--- src/rtl/game_pkg.sv ---
`default_nettype none
// +--------------------------------------------------------------------------+
// | Module   : game_pkg                                                       |
// | Purpose  : Shared game definitions: state encoding and datapath widths,   |
// |            used by game_ctrl and by the renderer.                         |
// | Ports    : none (package)                                                 |
// | Revision : 1.0  initial release                                           |
// +--------------------------------------------------------------------------+
package game_pkg;

  typedef enum logic [1:0] {
    GS_IDLE = 2'd0,
    GS_PLAY = 2'd1,
    GS_HIT  = 2'd2,
    GS_OVER = 2'd3
  } game_state_e;

  localparam int TIMER_W = 16;
  localparam int SCORE_W = 4;
  localparam int LIVES_W = 2;

endpackage
`default_nettype wire

--- src/rtl/btn_debounce.sv ---
`default_nettype none
// +--------------------------------------------------------------------------+
// | Module   : btn_debounce                                                   |
// | Purpose  : 2-flop synchronizer + tick-based debouncer for a raw button.   |
// |            Emits a one-cycle press pulse on the debounced rising edge.    |
// | Ports    : clk       - system clock                                       |
// |            reset     - asynchronous active-low reset                      |
// |            tick_1ms  - one-cycle millisecond strobe                       |
// |            btn_raw   - raw asynchronous button, active-high               |
// |            press     - registered one-cycle press pulse                   |
// | Revision : 1.0  initial release                                           |
// +--------------------------------------------------------------------------+
module btn_debounce
  import game_pkg::*;
#(
  parameter int DEBOUNCE_MS = 20
) (
  input  logic clk,
  input  logic reset,
  input  logic tick_1ms,
  input  logic btn_raw,
  output logic press
);

  localparam logic [TIMER_W-1:0] CNT_LAST = TIMER_W'(DEBOUNCE_MS - 1);

  logic               sync1_q, sync2_q;
  logic               level_q, level_d;
  logic               press_q, press_d;
  logic [TIMER_W-1:0] cnt_q,   cnt_d;

  // The count only advances while the synchronized input disagrees with the
  // accepted level; a single agreeing cycle restarts it from zero.
  always_comb begin
    level_d = level_q;
    cnt_d   = cnt_q;
    press_d = 1'b0;
    if (sync2_q == level_q) begin
      cnt_d = '0;
    end else if (tick_1ms) begin
      if (cnt_q == CNT_LAST) begin
        level_d = sync2_q;
        cnt_d   = '0;
        press_d = sync2_q;  // only a 0->1 acceptance is a press
      end else begin
        cnt_d = cnt_q + 16'd1;
      end
    end
  end

  always_ff @(posedge clk or negedge reset) begin
    if (!reset) begin
      sync1_q <= 1'b0;
      sync2_q <= 1'b0;
      level_q <= 1'b0;
      press_q <= 1'b0;
      cnt_q   <= '0;
    end else begin
      sync1_q <= btn_raw;
      sync2_q <= sync1_q;
      level_q <= level_d;
      press_q <= press_d;
      cnt_q   <= cnt_d;
    end
  end

  assign press = press_q;

endmodule
`default_nettype wire

--- src/rtl/game_ctrl.sv ---
`default_nettype none
// +--------------------------------------------------------------------------+
// | Module   : game_ctrl                                                      |
// | Purpose  : Game state machine: start/play/hit/over sequencing, score,     |
// |            lives and hit-freeze timer.                                    |
// | Ports    : clk, reset (async active-low), tick_1ms strobe                 |
// |            button_start  - raw start button                               |
// |            player_dead   - collision indication                           |
// |            enemy_passed  - enemy escaped pulse (scores a point)           |
// |            game_state    - IDLE/PLAY/HIT/OVER                             |
// |            p1_score, lives, freeze, enemy_respawn, win, led               |
// | Revision : 1.0  initial release                                           |
// +--------------------------------------------------------------------------+
module game_ctrl
  import game_pkg::*;
#(
  parameter int LIVES_INIT  = 3,
  parameter int WIN_SCORE   = 9,
  parameter int HIT_MS      = 1000,
  parameter int DEBOUNCE_MS = 20
) (
  input  logic               clk,
  input  logic               reset,
  input  logic               tick_1ms,
  input  logic               button_start,
  input  logic               player_dead,
  input  logic               enemy_passed,
  output logic [1:0]         game_state,
  output logic [SCORE_W-1:0] p1_score,
  output logic [LIVES_W-1:0] lives,
  output logic               freeze,
  output logic               enemy_respawn,
  output logic               win,
  output logic               led
);

  localparam logic [LIVES_W-1:0] LIVES_C  = LIVES_W'(LIVES_INIT);
  localparam logic [SCORE_W-1:0] WIN_C    = SCORE_W'(WIN_SCORE);
  localparam logic [SCORE_W-1:0] WIN_M1   = SCORE_W'(WIN_SCORE - 1);
  localparam logic [TIMER_W-1:0] HIT_LAST = TIMER_W'(HIT_MS - 1);

  logic               press;
  game_state_e        state_q,   state_d;
  logic [SCORE_W-1:0] score_q,   score_d;
  logic [LIVES_W-1:0] lives_q,   lives_d;
  logic [TIMER_W-1:0] timer_q,   timer_d;
  logic               win_q,     win_d;
  logic               freeze_q,  freeze_d;
  logic               respawn_q, respawn_d;

  btn_debounce #(
    .DEBOUNCE_MS (DEBOUNCE_MS)
  ) u_start_btn (
    .clk      (clk),
    .reset    (reset),
    .tick_1ms (tick_1ms),
    .btn_raw  (button_start),
    .press    (press)
  );

  always_comb begin
    state_d   = state_q;
    score_d   = score_q;
    lives_d   = lives_q;
    timer_d   = timer_q;
    win_d     = win_q;
    respawn_d = 1'b0;
    case (state_q)
      GS_IDLE: begin
        if (press) begin
          state_d   = GS_PLAY;
          lives_d   = LIVES_C;
          score_d   = '0;
          win_d     = 1'b0;
          respawn_d = 1'b1;
        end
      end
      GS_PLAY: begin
        // A collision wins over a simultaneous escape: no point is scored.
        if (player_dead) begin
          state_d = GS_HIT;
          lives_d = (lives_q != '0) ? lives_q - 2'd1 : '0;
          timer_d = '0;
        end else if (enemy_passed) begin
          // Saturating compare keeps the score from ever passing WIN_SCORE.
          if (score_q >= WIN_M1) begin
            score_d = WIN_C;
            state_d = GS_OVER;
            win_d   = 1'b1;
          end else begin
            score_d = score_q + 4'd1;
          end
        end
      end
      GS_HIT: begin
        if (tick_1ms) begin
          if (timer_q == HIT_LAST) begin
            timer_d = '0;
            if (lives_q == '0) begin
              state_d = GS_OVER;
              win_d   = 1'b0;
            end else begin
              state_d   = GS_PLAY;
              respawn_d = 1'b1;
            end
          end else begin
            timer_d = timer_q + 16'd1;
          end
        end
      end
      GS_OVER: begin
        if (press) begin
          state_d = GS_IDLE;
        end
      end
      default: state_d = GS_IDLE;
    endcase
    // Motion runs only while playing; derived from the next state so that
    // freeze changes in the same cycle as game_state.
    freeze_d = (state_d != GS_PLAY);
  end

  always_ff @(posedge clk or negedge reset) begin
    if (!reset) begin
      state_q   <= GS_IDLE;
      score_q   <= '0;
      lives_q   <= '0;
      timer_q   <= '0;
      win_q     <= 1'b0;
      freeze_q  <= 1'b1;
      respawn_q <= 1'b0;
    end else begin
      state_q   <= state_d;
      score_q   <= score_d;
      lives_q   <= lives_d;
      timer_q   <= timer_d;
      win_q     <= win_d;
      freeze_q  <= freeze_d;
      respawn_q <= respawn_d;
    end
  end

  assign game_state    = state_q;
  assign p1_score      = score_q;
  assign lives         = lives_q;
  assign freeze        = freeze_q;
  assign enemy_respawn = respawn_q;
  assign win           = win_q;
  assign led           = freeze_q;

endmodule
`default_nettype wire

--- config.mk ---
export PLATFORM = sky130hd
export DESIGN_NAME = game_ctrl
export DESIGN_NICKNAME = d
export VERILOG_FILES = /design/src/rtl/game_pkg.sv /design/src/rtl/btn_debounce.sv /design/src/rtl/game_ctrl.sv
export SDC_FILE = /design/constraint.sdc
export NUM_CORES = 1
export LEC_CHECK = 0
export ABC_AREA = 1
export BUFFER_PORTS_ARGS = -buffer_cell sky130_fd_sc_hd__clkbuf_2
export CAP_MARGIN = 40
export CELL_PAD_IN_SITES_DETAIL_PLACEMENT = 0
export CELL_PAD_IN_SITES_GLOBAL_PLACEMENT = 2
export CORE_MARGIN = 2
export CORE_UTILIZATION = 37
export DETAILED_ROUTE_END_ITERATION = 8
export PLACE_DENSITY = 0.94
export SLEW_MARGIN = 40
export SYNTH_ARGS = -nofsm -noshare
export SYNTH_HDL_FRONTEND = slang
export SYNTH_SLANG_ARGS = --single-unit
--- constraint.sdc ---
create_clock -name clk -period 2.55 [get_ports clk]
set_input_delay 0.51 -clock clk [delete_from_list [all_inputs] [get_ports clk]]
set_output_delay 0.51 -clock clk [all_outputs]
set_load 0.03 [all_outputs]
Yosys cells after proc, flatten, opt, wreduce, memory -nomap -nowiden

Cells that the tools add are included.
W data, S select, Z words.

Flip-flop bits (word level): 47
Input port bits: 6
Output and inout bits: 12
Word-level logic and storage cells: 86

Add/subtract/negate cells: 4
Magnitude comparators: 1
Equality and inequality tests: 15
Mux-type cells: 41
Bitwise logic cells: 1
Reductions and logical operators: 12

Operator list:

| operator                | count |
|---|---|
| $mux W16                | 6 |
| $add A16 B1 Y16 const B | 2 |
| $pmux W16 S2            | 1 |
| $mux W2                 | 11 |
| $eq A16 B10 Y1 const B  | 1 |
| $eq A16 B5 Y1 const B   | 1 |
| $mux W4                 | 4 |
| $mux W1                 | 14 |
| $ne A2 B2 Y1 const B    | 7 |
| $reduce_and A3 Y1       | 3 |
| $pmux W2 S4             | 1 |
| $pmux W4 S2             | 1 |
| $reduce_and A8 Y1       | 1 |
| $reduce_bool A2 Y1      | 4 |
| $add A4 B1 Y4 const B   | 1 |
| $eq A2 B2 Y1 const B    | 2 |
| $ge A4 B4 Y1 const B    | 1 |
| $logic_not A2 Y1        | 2 |
| $ne A2 B1 Y1 const B    | 2 |
| $pmux W2 S2             | 1 |
| $reduce_and A4 Y1       | 1 |
| $pmux W1 S3             | 1 |
| $reduce_bool A3 Y1      | 1 |
| $eq A2 B1 Y1 const B    | 1 |
| other kinds (4)         | 4 |

Longest topological paths before layout

Depth after elaboration: 6
Depth in mapped cells: 9
Mapped depth without buffers: 9

Hierarchy

Synthesis repeated with hierarchy kept, for this count alone.

Cell total of the unflattened synthesis: 403
Area total of the unflattened synthesis: 2922.8 sq um

Modules (own cells, without submodules):

| module       | instances | cells an instance | area an instance (sq um) | seq. area each (sq um) |
|---|---|---|---|---|
| game_ctrl    | 1         | 227               | 1682.9                   | 676.9 |
| btn_debounce | 1         | 176               | 1239.9                   | 500.5 |

Worst setup path before layout

Ideal clock, no wire load.

Path type: register to register
Start point: reg state_q[1], in the netlist game_state[1]
End point: reg timer_q[9]
Setup time: 0.126 ns
Data arrival time: 1.386 ns
Required time: 2.424 ns
Setup slack: 1.038 ns
Cell stages (with the launch flop): 9
Buffers on the path: 1
Period minus slack after synthesis: 1.512 ns
Path through: dfrtp_1 > inv_2 > nor2_4 > nand2_2 > nand2_4 > buf_2 > nand4_1 > o21ai_0 > nor2_1

Longest elaborated chain between the ends: 3
Elaborated cells between the ends (all ways): 7
Those cells by class: eq/ne (4); mux (1); reduce/logical (2)

RTL lines:

| what                                                                | line             | text |
|---|---|---|
| start: declaration                                                  | game_ctrl.sv:43  | `game_state_e state_q, state_d;` |
| start signal: assignment                                            | game_ctrl.sv:133 | `state_q <= state_d;` |
| $eq A2 B2 Y1 or $eq A2 B1 Y1 (tied branches)                        | game_ctrl.sv:68  | `case (state_q)` |
| $ne A2 B2 Y1 (no source line) or $reduce_bool A2 Y1 (tied branches) | --               |  |
| $reduce_and A3 Y1 (no source line)                                  | --               |  |
| end signal: assignment                                              | game_ctrl.sv:136 | `timer_q <= timer_d;` |
| end: declaration                                                    | game_ctrl.sv:46  | `logic [TIMER_W-1:0] timer_q, timer_d;` |

Parallel ways exist; a longest one is shown, timed or not.
A chain may end at the register's enable or synchronous reset.

Worst setup path after layout

Start point: reg state_q[1], in the netlist game_state[1]
End point: reg timer_q[10]

Same word-level chain as after synthesis.

==> impl_summary.md <==
Placement
The number of buffers added on ports is 17. The HPWL after detailed placement is roughly 4600 um. The final estimated routing congestion in global placement is 0.820.

Drt
In the routed layout, each cell is associated on average with a via count of 4.86. The highest layer touched by signal routing is met4. After detailed routing, the wire length on met1 is 3150 um. The length of the first detailed-routing pass in iterations is 4.

Dividing the detail-routed wire length by the instance count gives roughly 12 um. In the routed design, unresolved DRC markers number 0. Once detail routing completed, the nets flagged for antenna violations numbered 0.

Wire segments on met3 add up to between 150 and 200 um in the final route. The total wire length is between 6000 and 7000 um. Detailed routing inserted a total of approximately 2,600 vias. The number of violations reported at the end of detailed-routing iteration 0 is 131. The routed length on met2 is between 2000 and 3000 um.

Logic synthesis
Of all flip-flops after synthesis, the portion carrying an async set or reset was between 90% and 100%. The number of distinct library cells after synthesis is 29. A synthesized cell averages slightly below 7 um2. Yosys printed 0 warnings. The post-synthesis register bit count is 47. Among all flip-flop cells after synthesis, the most frequent one is sky130_fd_sc_hd__dfrtp_1.

After technology mapping, the gate count stands at approximately 410. The commonest cells after synthesis are sky130_fd_sc_hd__nand2_1 (123), sky130_fd_sc_hd__inv_1 (60), sky130_fd_sc_hd__nor2_1 (56). The post-synth net total is 419.

Yosys mapped a number of flops with a built-in enable equal to 0. After synthesis, flip-flops and latches occupy between 40% and 50% of the total area. The area share of the leading cell type in the synthesized netlist is just over 40%. The mapped netlist covers ~0.0028 mm2. Ranked by total cell area, the synthesized netlist is headed by sky130_fd_sc_hd__dfrtp_1 (41%), sky130_fd_sc_hd__nand2_1 (16%), sky130_fd_sc_hd__inv_1 (7.9%). The largest total area in the synthesized netlist belongs to sky130_fd_sc_hd__dfrtp_1. Yosys instantiated no cell more often than sky130_fd_sc_hd__nand2_1.

Setup path
Data on the critical path is required at its endpoint by ~2.7 ns. In this run the worst path has a maximum fanout of 21. The nature of the critical path endpoint is a flop. The critical path arrival is roughly 2.2 ns. The startpoint type of the worst setup path is a flop. The critical path class is flop to flop.

Power
Registers are responsible for between 50% and 60% of the overall power. After layout, the design draws a total of 1.52 mW. The analysis attributes to net switching a power of approximately 0.43 mW. The static leakage is about 1.6 nW. The switching fraction of total power is 28.3%. Combinational logic burns between 10% and 20% of the power.

VDD sags by at most 229 uV. Per report_power, the clock group accounts for between 30 and 40% of the total. The internal power contribution is ~1.1 mW.

The power density over the cells is around 500 mW/mm2.

Job
Max-cap violations in this run came to 0.

Final layout
From synthesis to final layout, the design area changed by 9.78%. The share of cells above drive strength 1 is roughly a tenth. The layout net count is 437.

The number of antenna diodes in the final layout is 0.

Clock network
The clock net sink count is 47. Clock latency on the worst-skew pair, taken at its later pin, is 0.31 ns. The number of buffers inserted during clock tree synthesis is 5. After clock tree synthesis, the repair step resized 0 gates.

Hold repair after CTS inserted 0 buffers. The depth of the CTS H-tree is 2. The post-CTS setup repair buffer count is 0. The buffer levels on the longest clock path is 2. The cell sitting at the root of the clock tree is a sky130_fd_sc_hd__clkbuf_8. The TritonCTS clock tree is built. Clock-pin slew was measured on the worst setup and hold paths at 0.09 ns.

Floorplan
The number of top-level pins is 18. The core region is approximately 0.0073 mm2. The full die area is between 0.008 and 0.009 mm2. The die is between 90 and 100 um tall. The die is about 90 um wide. The floorplan has 31 rows.

Once the floorplan was initialized, standard cells occupied roughly two fifths of the core.

Timing
For the pin with the worst max-slew slack, the measured transition is between 0.7 and 0.8 ns. The number of hold violations in the final report is 0. The number of endpoints failing setup at the final stage is 0. On the final layout, the worst clock skew is 0.00756 ns. The final count of pins violating max slew is 0. The minimum clock period after layout is between 1.5 and 2 ns. The worst slew slack as a fraction of its limit is around 50%. Setup repair after global routing left no endpoint under its margin.

Static timing analysis puts the maximum clock frequency at roughly 500 MHz. The fraction of the cycle the final worst path needs is about 77%. Setup total negative slack on the finished layout was measured at 0 ns.

Global route
The global-route wire length before repair is around 11,000 um. The number of global-route vias before repair is around 2,400. The number of antenna violations at the first check in global routing is 0. Global routing consumed, over all layers together, roughly 16% of the routing resources. Entering global routing, the biggest net connects 48 pins. The total global routing overflow is 0.

Min path
The path type of the worst min-delay path is input pin to async pin.

Run status
The run finished with clean final reports.
## power groups by stage
stage,sequential [mW],combinational [mW],clock [mW]
after floorplan,0.837,0.135,0
after global placement,0.864,0.161,0
after detailed placement,0.863,0.163,0
after CTS,0.849,0.164,0.528
after global routing,0.857,0.189,0.552
final,0.848,0.162,0.511
## through the flow
stage	cells	area [um2]	setup WS (ns)	hold slack (ns)	utilization (%)
after global placement	519	3010	0.598	0.336	41.1
after CTS	527	3120	0.586	0.298	42.5
after floorplan	409	2840	1.04	0.214	-
final	527	3120	0.590	0.299	42.5
after global routing	527	3120	0.401	0.293	42.5
after detailed placement	519	3010	0.605	0.340	41.1
## cell type report
type                            instances  area [um2]
Clock buffer                            7        96.3
Sequential cell                        47        1180
Tap cell                               99         124
Fill cell                             786        4210
Clock inverter                          1        7.51
Inverter                               63         236
Timing Repair Buffer                   18        92.6
Multi-Input combinational cell        292        1380
## cell families (layout without fill, tap and decap cells)
logic type	after synthesis	in the layout	synth area share, %
AO/OA/AOI/OAI	33	33	6.87
XOR/XNOR	7	7	2.16
adder cells (fa/ha/maj)	4	4	1.76
buffers and inverters	70	89	9.82
flip-flops	47	47	41.5
AND/OR/NAND/NOR	248	248	37.9
## worst max-delay path, cell delays in order, from the launching register on
cell and delay, ns:
sky130_fd_sc_hd__dfrtp_1 0.50, sky130_fd_sc_hd__inv_2 0.09, sky130_fd_sc_hd__nor2_4 0.33, sky130_fd_sc_hd__nand2_2 0.13
sky130_fd_sc_hd__nand2_4 0.25, sky130_fd_sc_hd__inv_2 0.15, sky130_fd_sc_hd__a21oi_4 0.30, sky130_fd_sc_hd__nor2_1 0.08
## cells in the final DEF, fill, tap and decap left out, drive strengths merged, types with 2 or more instances in the layout
master and n:
o22ai 5, dfrtp 46, nand4 21, xor2 7, nand2 129, nand3 36
nor2 58, nor3 2, a21oi 4, ha 4, inv 63, o21ai 19
clkbuf 24, o21bai 2
## sequential cells by signal, indices dropped and copies added, names as in the netlist
| register | flops |
|---|---|
| enemy_respawn | 1 |
| freeze | 1 |
| game_state | 2 |
| lives | 2 |
| p1_score | 4 |
| timer_q | 16 |
| u_start_btn.cnt_q | 16 |
| u_start_btn.level_q | 1 |
| u_start_btn.press | 1 |
| u_start_btn.sync1_q | 1 |
| u_start_btn.sync2_q | 1 |
| win | 1 |
## routing by layer
layer,vias to the layer above,GRT usage [%]
met3,8,2.96
met1,1190,22.2
li1,1321,-
met5,-,0
met4,0,4.55
met2,42,26.7
## worst paths after layout
| check | startpoint | to | slack (ns) | cells past startpoint |
|---|---|---|---|---|
| worst max-delay path | game_state[1] | timer_q[10] | 0.59 | 7 |
| worst min-delay path | reset | timer_q[8] | 0.30 | 2 |
| worst max register to register | game_state[1] | timer_q[10] | 0.59 | 7 |
| worst min register to register | u_start_btn.sync1_q | u_start_btn.sync2_q | 0.36 | 0 |
| max in group asynchronous | reset | p1_score[2] | 1.84 | 2 |
| min in group clk | button_start | u_start_btn.sync1_q | 0.31 | 1 |
Note: power is estimated with default switching activity, not from simulation.
